[config.mk]
export PLATFORM = sky130hd
export DESIGN_NAME = nonce_hub_fifo
export DESIGN_NICKNAME = d
export VERILOG_FILES = /design/src/rtl/nonce_hub_fifo.sv
export SDC_FILE = /design/constraint.sdc
export NUM_CORES = 1
export LEC_CHECK = 0
export CAP_MARGIN = 25
export CORE_ASPECT_RATIO = 0.7
export CORE_MARGIN = 1.5
export CORE_UTILIZATION = 50
export CTS_CLUSTER_DIAMETER = 200
export DETAILED_ROUTE_END_ITERATION = 8
export GPL_TIMING_DRIVEN = 0
export HOLD_SLACK_MARGIN = 0.05
export PLACE_DENSITY = 0.73
export SLEW_MARGIN = 20
export SYNTH_ARGS = -nofsm -noshare
export SYNTH_HDL_FRONTEND = slang
export SYNTH_SLANG_ARGS = --single-unit
export TNS_END_PERCENT = 20
[constraint.sdc]
create_clock -name uart_clk -period 3.4 [get_ports uart_clk]
set_input_delay 0.68 -clock uart_clk [delete_from_list [all_inputs] [get_ports uart_clk]]
set_output_delay 0.68 -clock uart_clk [all_outputs]
set_load 0.05 [all_outputs]
[src/rtl/nonce_hub_fifo.sv]
// Collects golden nonces from SLAVES hasher cores through per-slave FIFOs and
// forwards them one at a time to the UART transmitter under round-robin arbitration.
module nonce_hub_fifo #(
  parameter int SLAVES      = 2,
  parameter int NONCE_WIDTH = 32,
  parameter int DEPTH       = 4,
  parameter int SYNC_STAGES = 2,
  parameter int DROP_WIDTH  = 16,
  localparam int SW         = (SLAVES > 1) ? $clog2(SLAVES) : 1
) (
  input  logic                          uart_clk,
  input  logic                          rst_n,
  input  logic [SLAVES-1:0]             new_nonces,
  input  logic [SLAVES*NONCE_WIDTH-1:0] slave_nonces,
  input  logic                          serial_busy,
  output logic                          serial_send,
  output logic [NONCE_WIDTH-1:0]        golden_nonce,
  output logic [SW-1:0]                 golden_slave,
  output logic                          pending,
  output logic [DROP_WIDTH-1:0]         drop_count
);

  localparam int AW = $clog2(DEPTH);
  localparam int CW = DROP_WIDTH + $clog2(SLAVES + 1) + 1;
  localparam logic [AW:0] PTR_ONE = 1;

  logic [SLAVES-1:0]      sync_p [SYNC_STAGES];
  logic [SLAVES-1:0]      dly_p;
  logic [SLAVES-1:0]      push, pop, full, empty;
  logic [AW:0]            wptr [SLAVES];
  logic [AW:0]            rptr [SLAVES];
  logic [NONCE_WIDTH-1:0] mem [SLAVES][DEPTH];
  logic [NONCE_WIDTH-1:0] head;
  logic [SW-1:0]          rr, rr_next, gnt_idx;
  logic                   found, gnt;
  logic [CW-1:0]          ndrop;
  int                     k;

  function automatic logic [DROP_WIDTH-1:0] sat_add(input logic [DROP_WIDTH-1:0] a,
                                                    input logic [CW-1:0] b);
    logic [CW-1:0] s;
    s = CW'(a) + b;
    if (|s[CW-1:DROP_WIDTH]) return '1;
    return s[DROP_WIDTH-1:0];
  endfunction

  // Stage: synchroniser chain plus edge-detect delay flop
  always_ff @(posedge uart_clk or negedge rst_n) begin
    if (!rst_n) begin
      for (int s = 0; s < SYNC_STAGES; s++) sync_p[s] <= '0;
      dly_p <= '0;
    end else begin
      sync_p[0] <= new_nonces;
      for (int s = 1; s < SYNC_STAGES; s++) sync_p[s] <= sync_p[s-1];
      dly_p <= sync_p[SYNC_STAGES-1];
    end
  end

  assign push = sync_p[SYNC_STAGES-1] & ~dly_p;

  always_comb begin
    empty = '0;
    full  = '0;
    for (int i = 0; i < SLAVES; i++) begin
      empty[i] = (wptr[i] == rptr[i]);
      full[i]  = (wptr[i][AW] != rptr[i][AW]) && (wptr[i][AW-1:0] == rptr[i][AW-1:0]);
    end
  end

  // Round-robin search starting at rr; the send term covers the TX busy lag.
  always_comb begin
    found   = 1'b0;
    gnt_idx = '0;
    rr_next = rr;
    k       = 0;
    for (int j = 0; j < SLAVES; j++) begin
      k = int'(rr) + j;
      if (k >= SLAVES) k = k - SLAVES;
      if (!found && !empty[k]) begin
        found   = 1'b1;
        gnt_idx = SW'(k);
        rr_next = (k + 1 == SLAVES) ? '0 : SW'(k + 1);
      end
    end
    gnt = found && !serial_busy && !serial_send;
    pop = '0;
    if (gnt) pop[gnt_idx] = 1'b1;
  end

  always_comb begin
    ndrop = '0;
    for (int i = 0; i < SLAVES; i++)
      if (push[i] && full[i] && !pop[i]) ndrop = ndrop + CW'(1);
  end

  assign head = mem[gnt_idx][rptr[gnt_idx][AW-1:0]];

  // Stage: FIFO pointers (a full FIFO still accepts a push when popped the same cycle)
  always_ff @(posedge uart_clk or negedge rst_n) begin
    if (!rst_n) begin
      for (int i = 0; i < SLAVES; i++) begin
        wptr[i] <= '0;
        rptr[i] <= '0;
      end
    end else begin
      for (int i = 0; i < SLAVES; i++) begin
        if (push[i] && (!full[i] || pop[i])) wptr[i] <= wptr[i] + PTR_ONE;
        if (pop[i]) rptr[i] <= rptr[i] + PTR_ONE;
      end
    end
  end

  always_ff @(posedge uart_clk) begin
    for (int i = 0; i < SLAVES; i++)
      if (push[i] && (!full[i] || pop[i]))
        mem[i][wptr[i][AW-1:0]] <= slave_nonces[i*NONCE_WIDTH +: NONCE_WIDTH];
  end

  // Stage: grant outputs, status and drop counter
  always_ff @(posedge uart_clk or negedge rst_n) begin
    if (!rst_n) begin
      serial_send  <= 1'b0;
      golden_nonce <= '0;
      golden_slave <= '0;
      pending      <= 1'b0;
      drop_count   <= '0;
      rr           <= '0;
    end else begin
      serial_send <= gnt;
      pending     <= |(~empty);
      drop_count  <= sat_add(drop_count, ndrop);
      if (gnt) begin
        golden_nonce <= head;
        golden_slave <= gnt_idx;
        rr           <= rr_next;
      end
    end
  end

endmodule
# Yosys cells after proc, flatten, opt, wreduce, memory -nomap -nowiden
# Memory sizes are Yosys's and may differ from the RTL's.
# Cells that the tools add are included.
# totals
wordCells,117
output_inout_bits,51
inputBits,69
register_bits,70
mem_bits_rw,256
mem_count,1
# op_classes
add_sub_neg,11
bitwise_logic,7
eq_ne,9
reduce_logical,26
muxes,38
n_lt_le_gt_ge,12
# mem_list
name,words,width,rd,rd_ports_with_merged_regs,wr,line,rtl
mem,2,128,1,0,2,32,logic [NONCE_WIDTH-1:0] mem [SLAVES][DEPTH];
# op_table
cell,count
$mux 128,2
$mux 32,6
$demux 32 s2,2
$add 32x2->32 const B,2
$bmux 32 s2,1
$eq 32x3->1 const B,2
$lt 32x3->1 const B,2
$mux 16,2
$add 16x19->19,1
$add 19x1->19 const B,1
$mux 1,19
$mux 19,1
$logic_and 1x1->1,14
$add 3x1->3 const B,4
$ge 3x3->1 const B,3
$not 2->3,3
$mux 2,4
$logic_not 1->1,7
$eq 3x3->1,2
$lt 3x1->1 const B,2
$eq 2x2->1,2
$ge 2x2->1 const B,2
$not 2->2,2
$reduce_or 3->1,1
other kinds (14),16

# Logic depth before layout (Yosys ltp)
# Gate-level depths: netlist (run 1).
# logic_depth
depth_word,23
depth_mapped,17

# Worst setup path after synthesis (run 1)
# OpenSTA, ideal clock, no wires.
# synth_path
path_type,input-to-reg
from,input serial_busy
to,register drop_count[13]
n_path_buf,2
cell_stages,14
t_required_ns,3.332
setup_ns,0.068
path_slack_ns,-0.267
t_arrival_ns,3.598
path_cell_list,or2_2 > clkbuf_1 > a21oi_2 > nand2_1 > and2_1 > ha_1 > ha_1 > inv_1 > fa_1 > nor2_1 > and4_1 > nand4_1 > clkbuf_1 > nand2_1
# synth_between
elab_chain_cells,13
elab_cells_between_ends,15
classes_between,add/sub: 2; mux: 5; reduce/logical: 8
# synth_rtl
element,line,rtl
start: declaration,15,"input logic serial_busy,"
$logic_not 1->1 *,85,gnt = found && !serial_busy && !serial_send;
$logic_and 1x1->1 * (2 in series),85,
$mux 2 *,87,if (gnt) pop[gnt_idx] = 1'b1;
$logic_not 1->1,93,if (push[i] && full[i] && !pop[i]) ndrop = ndrop + CW'(1);
$logic_and 1x1->1,93,
$mux 1,93,
$add 19x1->19,93,
$mux 19 *,93,
$add 16x19->19 *,42,s = CW'(a) + b;
$reduce_or 3->1,43,if (|s[CW-1:DROP_WIDTH]) return '1;
$mux 1,43,
$mux 16 *,44,return s[DROP_WIDTH-1:0];
end signal: assignment,131,"drop_count <= sat_add(drop_count, ndrop);"
end: declaration,20,output logic [DROP_WIDTH-1:0] drop_count
# Every way passes the cells marked *; elsewhere a longest branch is shown, timed or not.
# A chain may end at the register's enable or synchronous reset.

# Final worst setup path (run 1)
# layout_path
from,register wptr[4] (netlist bit)
to,register drop_count[8]
# layout_between
elab_chain_cells,21
elab_cells_between_ends,35
classes_between,add/sub: 2; order compare: 2; eq/ne: 2; mux: 17; reduce/logical: 12
# layout_rtl
element,line,rtl
start: declaration,30,logic [AW:0] wptr [SLAVES];
start signal: indexed assignment,107,if (push[i] && (!full[i] || pop[i])) wptr[i] <= wptr[i] + PTR_ONE;
$eq 3x3->1,65,empty[i] = (wptr[i] == rptr[i]);
$mux 1 (not written as such) (3 in series),79,if (!found && !empty[k]) begin
$logic_not 1->1,79,
$logic_and 1x1->1,79,
$mux 1,79,
$lt 1x2->1 (not written as such) or $ge 1x1->1 (tied branches),87,
$logic_and 1x1->1 (not written as such),87,
$mux 1 (not written as such),87,
[... 3 more ...],--,
$logic_and 1x1->1,93,
$mux 1,93,
$add 19x1->19,93,
$mux 19 *,93,
$add 16x19->19 *,42,
$reduce_or 3->1,43,
$mux 1,43,
$mux 16 *,44,
# Every way passes the cells marked *; elsewhere a longest branch is shown, timed or not. The select of a mux whose other input is x is not followed.

==> results.toml, run 1 <==
[critical_path]
crit_path_end_kind = "flip-flop"
ff2ff_setup_slack_ns = 0.14
crit_arrival_ns = 3.75
start_kind = "flip-flop"
crit_cells = 15
cp_max_fo = 5
slowest_delay_ns = 0.45
setup.worst_path.start = "wptr[4]"
path_class = "flip-flop to flip-flop"
r2r_end = "drop_count[8]"
cp_common_cell = "and2_4"
crit_chain = "xor2_4 -> o31ai_4 -> and2_4 -> buf_12 -> nand2_4 -> and2_4 -> ha_1 -> ha_2 -> inv_1 -> fa_2 -> nor2_4 -> and4_4 -> nand4_1 -> clkbuf_8 -> nand2_1"
required_ns = 3.89
cp_top_family = "simple AND/OR/NAND/NOR gates"
critPathBufInv = 3
r2r_start = "wptr[4]"
slowest_stage = "dfrtp_2"
crit_end = "drop_count[8]"
reg2reg_depth = 15

[place]
dp_hpwl_mm = 21.30
dpl_cell_area_sq_um = 15250
io_buffer_count = 119
dp_cells = 1354
place_congestion = 0.8000

[detailed_routing]
drt-total-wl_mm = 32.37
viasPerCell = 5.698
first_pass_iters = 5
first_iter_violations = 731
wl_per_cell_um = 22.72
num_vias = 8120
drc = 0
postRouteAntennaNets = 0

[run]
drv_cap = 0

[clocking]
path_clk_slew_ns = 0.06
clock-root-buffer = "clkbuf_16"
htree_levels = 1
hold_buffers = 0
clk_latency_ns = 0.56
cts.sinks = 326
cts_max_path_buffers = 3
cts-buffers-inserted = 30
cts_tree = "yes"

[global_route]
overflow = 0
grtUsageTotal_pct = 23.65
grtUsageMet1_pct = 36.00
antenna_found_initial = 0
top_usage_layer = "met1"
grt_pass1_vias = 8223
met2_usage_pct = 35.84
grt_pass1_wl_mm = 48.71
grt_max_degree = 47
grt_use_met3_pct = 3.902

[final_layout]
diodes = 0
drive_gt1_share_pct = 15.07
finalNonFillerCells = 1425
final_nets = 1127
syn_to_final_growth_pct = 24.64
fill_cells = 1883
final_area_sq_um = 16570

[logic_synthesis]
synthFlopType = "edfxtp_1"
synth_commonest_cells = "edfxtp_1, mux2i_1, dfrtp_1"
synth.largest_area_cell = "edfxtp_1"
async_flop_share_pct = 21.47
yosys.area.top_type_share_pct = 57.81
yosys_warnings = 0
post-synth-top-count-cell = "edfxtp_1"
synth-seq-area-share_pct = 70.98
synth_edf_count = 256
synthCells = 868
syn_avg_cell_area_sq_um = 15.32
synth_area_leaders = "edfxtp_1, dfrtp_1, mux2i_1"
synth_area_sq_um = 13300
ys_ff_latch = 326
ys_types = 44
syn-num-nets = 951

[timing]
maxSlewHeadroom_pct = 37.90
fin_crit_sh_pct = 95.84
period_minus_slack_ns = 3.259
finalMaxSlewViolations = 0
max_freq_mhz = 306.9
fin_skew_ns = 0.01305
hold_viol_final = 0
tightest_slew_ns = 0.9315
report.final.setup_viol = 0
hold_slack_ns = 0.06791

[floorplanning]
core_area_sq_um = 25930
num_io_pins = 120
die_area_sq_um = 27600
die_x_um = 197.9
num_rows = 49
initial_core_util_pct = 51.28
dieHeight_um = 139.4

[power_and_ir_drop]
power_density_nw_per_um2 = 932.6
p_leak_uw = 0.005946
ir_worst_vdd_v = 0.0005630

[run_status]
status = "complete, no violations"

[worst_hold_path]
holdCritPathClass = "input port to asynchronous set/reset pin"
-- per-stage QoR --
stage	setup slack (ns)	setup TNS, ns	total power (uW)	util (%)
after global routing	-0.01222	-0.03619	16120	63.91
after floorplan	0.01892	0	9302	-
after detailed placement	-0.9666	-13.84	11510	58.81
after CTS	0.002662	0	15320	63.51
after global placement	-1.902	-493.78	11270	57.69
final	0.1413	0	15460	63.91
-- state kept, by name (all words and copies together), names as in the netlist --
signal,flops
drop_count,16
dly_p,2
mem,256
wptr,6
sync_p,4
golden_slave,1
golden_nonce,32
pending,1
rptr,6
rr,1
serial_send,1
-- layout by cell type, fill, tap and decap left out, types with 5 or more instances in the layout --
| cell | n |
|---|---|
| dfrtp_2 | 6 |
| clkbuf_16 | 33 |
| buf_2 | 9 |
| xor2_1 | 10 |
| nor2b_1 | 35 |
| nor2_4 | 8 |
| o21ai_0 | 25 |
| buf_4 | 19 |
| nand2_1 | 19 |
| bufinv_16 | 5 |
| clkdlybuf4s50_1 | 118 |
| clkinv_2 | 6 |
| clkbuf_1 | 39 |
| xnor2_1 | 11 |
| clkbuf_8 | 8 |
| a41oi_1 | 32 |
| edfxtp_1 | 256 |
| or3_1 | 64 |
| dfrtp_1 | 64 |
| mux2_2 | 37 |
| inv_1 | 17 |
| buf_16 | 7 |
| o21ai_1 | 10 |
| nor2_1 | 38 |
| a31oi_1 | 35 |
| ha_1 | 12 |
| mux2i_1 | 97 |
-- cell families after synthesis --
group / Yosys count / synth area share [%]
AO/OA/AOI/OAI: 111 / 5.711
XOR/XNOR: 25 / 1.647
adder cells (fa/ha/maj): 14 / 1.374
buffers and inverters: 71 / 2.211
flip-flops: 326 / 70.98
multiplexers: 134 / 10.43
AND/OR/NAND/NOR: 187 / 7.640
-- routing by layer --
metal	part of all wire, %	vias to the layer above
li1	-	3648
met1	46	4049
met2	44	374
met3	8.1	49
met4	1.9	0
met5	0	-
-- worst min-delay path by stage --
stage,startpoint,to,slack (ns),cells after the start
6_report,rst_n,golden_nonce[25],0.07,1
3_3_place_gp,sync_p[3],sync_p[1],0.34,0
3_5_place_dp,sync_p[2],sync_p[0],0.34,0
2_1_floorplan,sync_p[2],sync_p[0],0.33,0
5_1_grt,rst_n,golden_nonce[25],0.08,1
4_1_cts,rst_n,golden_nonce[25],0.07,1
-- where the power goes --
| group | switching (uW) | leakage, uW | total, uW | internal, uW |
|---|---|---|---|---|
| sequential | 401 | 0.00315 | 5480 | 5080 |
| combinational | 4000 | 0.00224 | 6280 | 2270 |
| clock | 1440 | 0.000552 | 3700 | 2260 |
-- layout make-up --
type                       count  area (sq um)  area share (%)
clock buffer                  43         923.4           5.571
sequential                   326          9447           56.99
clock inverter                13         187.7           1.132
tap                          357         446.7           2.695
inverter                      18         67.56          0.4076
buffer                        50         226.5           1.366
timing repair buffer         147          1570           9.474
multi-input combinational    471          3706           22.36
-- repair_timing --
action,in CTS,in global routing
pin swaps,6,6
setup buffers,10,7
resized for setup,9,12
setup endpoints to repair,16,15
cloned,1,0
(Power assumes the default switching activity.)
==> inputs of run 2 (changes only) <==
==> config.mk (replaced) <==
export PLATFORM = sky130hd
export DESIGN_NAME = nonce_hub_fifo
export DESIGN_NICKNAME = d
export VERILOG_FILES = /design/src/rtl/nonce_hub_fifo.sv
export SDC_FILE = /design/constraint.sdc
export NUM_CORES = 1
export LEC_CHECK = 0
export CORE_ASPECT_RATIO = 0.7
export CORE_MARGIN = 1.5
export CORE_UTILIZATION = 50
export CTS_CLUSTER_DIAMETER = 200
export DETAILED_ROUTE_END_ITERATION = 8
export GPL_TIMING_DRIVEN = 0
export HOLD_SLACK_MARGIN = 0.03
export PLACE_DENSITY = 0.73
export SLEW_MARGIN = 20
export SYNTH_ARGS = -nofsm -noshare
export SYNTH_HDL_FRONTEND = slang
export SYNTH_SLANG_ARGS = --single-unit
==> run 2 against run 1 <==
Compared with the run above:
- largest cell class unchanged
- critical path type unchanged
- non-clock buffer count shrank 2
- clock power shrank 5.4%
- setup slack got worse by 0.023 ns
- wire length fell by 0.45%
==> results.toml, run 2 (synthesis gave the netlist of run 1 again) <==
[place]
dp_cells = 1353
place_congestion = 0.8000
dp_hpwl_mm = 21.29
io_buffer_count = 119

[final_layout]
diodes = 0
finalNonFillerCells = 1423
final_cell_mix = "edfxtp_1, clkdlybuf4s50_1, mux2i_1"
drive_gt1_share_pct = 14.35
largest_register_ffs = 256
final_common_cell = "edfxtp_1"
final_nets = 1125
syn_to_final_growth_pct = 23.96

[clocking]
cts-buffers-inserted = 30
path_clk_slew_ns = 0.06
clock-root-buffer = "clkbuf_16"
hold_buffers = 0
clk_latency_ns = 0.56
cts_max_path_buffers = 3
cts.sinks = 326
htree_levels = 1
cts_tree = "yes"

[floorplanning]
die_area_sq_um = 27600
core_area_sq_um = 25930
initial_core_util_pct = 51.28
die_x_um = 197.9
num_io_pins = 120
dieHeight_um = 139.4
num_rows = 49

[detailed_routing]
postRouteAntennaNets = 0
num_vias = 8150
wl_per_cell_um = 22.65
drt-total-wl_mm = 32.23
viasPerCell = 5.727
drc = 0
first_pass_iters = 5
first_iter_violations = 678

[timing]
tightest_slew_ns = 0.9741
period_minus_slack_ns = 3.282
hold_slack_ns = 0.06451
fin_crit_sh_pct = 96.52
hold_viol_final = 0
rsz0062_at_grt = "false"
fin_skew_ns = 0.01050
max_freq_mhz = 304.7
report.final.setup_viol = 0
maxSlewHeadroom_pct = 35.06
finalMaxSlewViolations = 0

[critical_path]
crit_chain = "xor2_2 -> o31ai_4 -> and2_4 -> buf_12 -> nand2_4 -> and2_4 -> ha_1 -> ha_2 -> inv_1 -> fa_2 -> nor2_4 -> and4_1 -> nand4_1 -> buf_4 -> nand2_1"
slowest_stage = "dfrtp_1"
slowest_delay_ns = 0.42
path_class = "flip-flop to flip-flop"
required_ns = 3.89
r2r_start = "wptr[5]"
cp_max_fo = 5
r2r_end = "drop_count[4]"
crit_path_end_kind = "flip-flop"
reg2reg_depth = 15
ff2ff_setup_slack_ns = 0.12
crit_arrival_ns = 3.77
start_kind = "flip-flop"
cp_common_cell = "and2_4"

[global_route]
antenna_found_initial = 0
grt_max_degree = 47
grt_pass1_wl_mm = 48.96
overflow = 0
grtUsageTotal_pct = 23.70
grt_pass1_vias = 8333

[power_and_ir_drop]
ir_worst_vdd_v = 0.0006499
p_leak_uw = 0.005894
power_density_nw_per_um2 = 923.6
power_uw = 15220

[run_status]
status = "complete, no violations"

[run]
drv_cap = 0

[worst_hold_path]
holdCritPathClass = "input port to asynchronous set/reset pin"
==> run 2: changes by cell type in the layout (fill, tap and decap cells not counted), sizes merged <==
cell	change
buf	-1
clkbuf	+1
bufinv	-1
clkinv	-1
==> run 2: per-stage QoR <==
step	cell area [sq um]	util [%]	setup TNS [ns]	worst slack (ns)
3_5_place_dp	15240	58.78	-15.56	-0.9980
2_1_floorplan	13320	-	0	0.01892
5_1_grt	16480	63.56	0	0.02347
4_1_cts	16370	63.12	0	0.01383
3_3_place_gp	14960	57.69	-493.78	-1.902
6_report	16480	63.56	0	0.1182
==> run 2: worst max path at each step <==
stage                 from            end  slack, ns  depth (start not counted)
2_1_floorplan  serial_busy    mem[0][100]       0.02                          5
3_3_place_gp   serial_busy    mem[0][116]      -1.90                          6
3_5_place_dp   serial_busy  drop_count[8]       -1.0                         15
4_1_cts            wptr[3]  drop_count[8]       0.01                         15
5_1_grt            wptr[4]  drop_count[5]       0.02                         15
6_report           wptr[5]  drop_count[4]       0.12                         15
==> run 2: what timing repair did <==
item                       4_1_cts  5_1_grt
resized for setup                8       11
hold endpoints to repair         0        0
setup buffers                    9        7
gates cloned                     1        0
pin swaps                        6        5
setup endpoints to repair       16       16
==> run 2: critical path: cells and delay by family (launching register included) <==
family,cells,cell delay (ns)
AO/OA/AOI/OAI,1,0.29
XOR/XNOR,1,0.24
adder cells (fa/ha/maj),3,0.83
buffers and inverters,3,0.40
flip-flops,1,0.42
AND/OR/NAND/NOR,7,1.04
==> run 2: power breakdown <==
part | switching [uW] | leakage [uW] | total, uW | internal (uW)
registers | 393 | 0.00315 | 5470 | 5080
logic | 3980 | 0.00223 | 6260 | 2270
clock network | 1420 | 0.000508 | 3500 | 2080
total | 5800 | 0.00589 | 15200 | 9430
==> run 2: final cells by class <==
type                            instances  area [sq um]
Inverter                               18         67.56
Clock inverter                         11         152.6
Timing Repair Buffer                  145          1549
Fill cell                            1888          9450
Clock buffer                           45         878.3
Tap cell                              357         446.7
Sequential cell                       326          9443
Multi-Input combinational cell        471          3720
Buffer                                 50         226.5
==> run 2: per-layer routing <==
| metal | part of all wire [%] | vias up | global-route usage (%) |
|---|---|---|---|
| li1 | - | 3638 | - |
| met1 | 45 | 4096 | 35.42 |
| met2 | 45 | 358 | 36.29 |
| met3 | 8.1 | 58 | 4.193 |
| met4 | 2.3 | 0 | 5.826 |
| met5 | 0 | - | 0 |
==> inputs of run 3 (changes only) <==
--- a/config.mk
+++ b/config.mk
@@ -12,7 +12,7 @@
 export DETAILED_ROUTE_END_ITERATION = 8
 export GPL_TIMING_DRIVEN = 0
 export HOLD_SLACK_MARGIN = 0.03
-export PLACE_DENSITY = 0.73
+export PLACE_DENSITY = 0.7
 export SLEW_MARGIN = 20
 export SYNTH_ARGS = -nofsm -noshare
 export SYNTH_HDL_FRONTEND = slang
==> constraint.sdc (replaced) <==
create_clock -name uart_clk -period 3.15 [get_ports uart_clk]
set_input_delay 0.63 -clock uart_clk [delete_from_list [all_inputs] [get_ports uart_clk]]
set_output_delay 0.63 -clock uart_clk [all_outputs]
set_load 0.05 [all_outputs]
==> run 3 against run 2 <==
Compared with the run above:
- the run now ends with negative setup slack left
- worst hold slack better by 0.30 ns
- clock skew shrank 0.00065 ns
- sequential share of layout area shrank 0.75 points
- fmax rose by 2.3%
- total power grew 8.1%
- setup slack lost 0.18 ns
- clock-buffer cell count increased by 4
- via count down 1.3%
- non-clock buffer count up 16
- die area unchanged
- largest cell class unchanged
- largest power group unchanged
==> results.toml, run 3 (synthesis gave the netlist of run 1 again) <==
[run_status]
status = "finished with violations"
violations = "negative setup slack"

[final_layout]
fin_util_pct = 64.43
largest_register_ffs = 256
final_nets = 1142
diodes = 0
final_cell_mix = "edfxtp_1, clkdlybuf4s50_1, mux2i_1"
finalNonFillerCells = 1441
syn_to_final_growth_pct = 25.66
drive_gt1_share_pct = 17.53
final_area_sq_um = 16710
fill_cells = 1913
final_common_cell = "edfxtp_1"

[clocking]
cts.sinks = 326
htree_levels = 1
cts-buffers-inserted = 31
cts_tree = "yes"
path_clk_slew_ns = 0.06
cts_max_path_buffers = 3
clk_latency_ns = 0.56
clock-root-buffer = "clkbuf_16"

[critical_path]
crit_path_end_kind = "flip-flop"
start_kind = "flip-flop"
path_class = "flip-flop to flip-flop"
crit_arrival_ns = 3.68
required_ns = 3.63
cp_max_fo = 4

[global_route]
met2_usage_pct = 33.97
grtUsageMet1_pct = 33.49
grt_max_degree = 53
overflow = 0
antenna_found_initial = 0
grt_pass1_wl_mm = 45.88
top_usage_layer = "met2"
grt_pass1_vias = 7809
grt_use_met3_pct = 3.320
grtUsageTotal_pct = 22.23

[timing]
report.final.setup_viol = 13
rsz0062_at_grt = "true"
timing.final.ws_setup_ns = -0.05785
max_freq_mhz = 311.7
tightest_slew_ns = 0.8119
hold_slack_ns = 0.3596
finalMaxSlewViolations = 0
fin_skew_ns = 0.009854
fin_crit_sh_pct = 101.8
period_minus_slack_ns = 3.208
maxSlewHeadroom_pct = 45.87
hold_viol_final = 0

[floorplanning]
die_area_sq_um = 27600
num_io_pins = 120
initial_core_util_pct = 51.28
dieHeight_um = 139.4
num_rows = 49
core_area_sq_um = 25930
die_x_um = 197.9

[place]
dpl_cell_area_sq_um = 15280
dp_hpwl_mm = 21.16
dp_cells = 1353
place_congestion = 0.9231
io_buffer_count = 119
dpl_worst_slack_ns = -0.8371

[detailed_routing]
wl_per_cell_um = 21.25
viasPerCell = 5.579
num_vias = 8040
postRouteAntennaNets = 0
drt-total-wl_mm = 30.63
first_pass_iters = 5
drc = 0
first_iter_violations = 578

[power_and_ir_drop]
p_leak_uw = 0.005973
ir_worst_vdd_v = 0.0008257
power_density_nw_per_um2 = 984.9

[worst_hold_path]
holdCritPathClass = "flip-flop to flip-flop"

[run]
drv_cap = 0
run 3: cell types whose count changed in the layout (fill, tap and decap cells not counted), sizes merged:
cell         previous run  this run
buf                    40        54
bufinv                  4         3
clkbuf                 82        87
clkinv                  7         4
clkinvlp                0         1
dlygate4sd3             0         1
inv                    18        19
run 3: area by class of cell:
| class | instances | area, sq um | area share, % |
|---|---|---|---|
| plain buffers | 50 | 214.0 | 1.280 |
| clock buffers | 49 | 943.4 | 5.646 |
| clock inverters | 9 | 123.9 | 0.7413 |
| inverters | 18 | 67.56 | 0.4043 |
| multi-input cells | 471 | 3806 | 22.78 |
| flip-flops and latches | 326 | 9448 | 56.54 |
| well taps | 357 | 446.7 | 2.673 |
| repair buffers | 161 | 1660 | 9.936 |
run 3: worst paths after layout:
kind,start,to,slack [ns],cells after the start
setup / recovery,rptr[1],drop_count[5],-0.06,13
hold / removal,sync_p[2],sync_p[0],0.36,0
setup reg to reg,rptr[1],drop_count[5],-0.06,13
hold reg to reg,sync_p[2],sync_p[0],0.36,0
max in group asynchronous,rst_n,wptr[0],2.06,3
min in group asynchronous,rst_n,golden_nonce[27],0.50,2
run 3: where the power goes:
group          switching, uW  total, uW  internal, uW
clock                   1540       3830          2290
sequential               457       5940          5480
combinational           4170       6690          2520
total                   6160      16500         10300
run 3: through the flow:
step                      TNS, ns  power (uW)
after floorplan            -16.83       10080
after global placement    -385.47       11990
after detailed placement   -16.53       12250
after CTS                 -0.9594       16340
after global routing       -1.652       17220
final                     -0.4916       16460
run 3: critical path: stages, from the launching register on:
cell and delay (ns):
dfrtp_2 0.43, xor2_2 0.20, or3_4 0.42, a211oi_4 0.30, nor3b_2 0.10, ha_4 0.28, ha_4 0.12, inv_2 0.03
fa_2 0.37, nor2_4 0.10, and4_4 0.23, nand4_1 0.24, buf_4 0.25, o21ai_2 0.06
run 3: repair_timing:
item	4_1_cts	5_1_grt
cloned	1	0
setup endpoints to repair	16	15
pin swaps	12	10
hold buffers	1	0
resized for setup	17	18
setup buffers	17	14
hold endpoints to repair	18	0
run 3: per-layer routing:
layer,wire length (um),part of all wire [%]
met1,13920,45
met2,14070,46
met3,1852,6.0
met4,782,2.6
met5,0,0
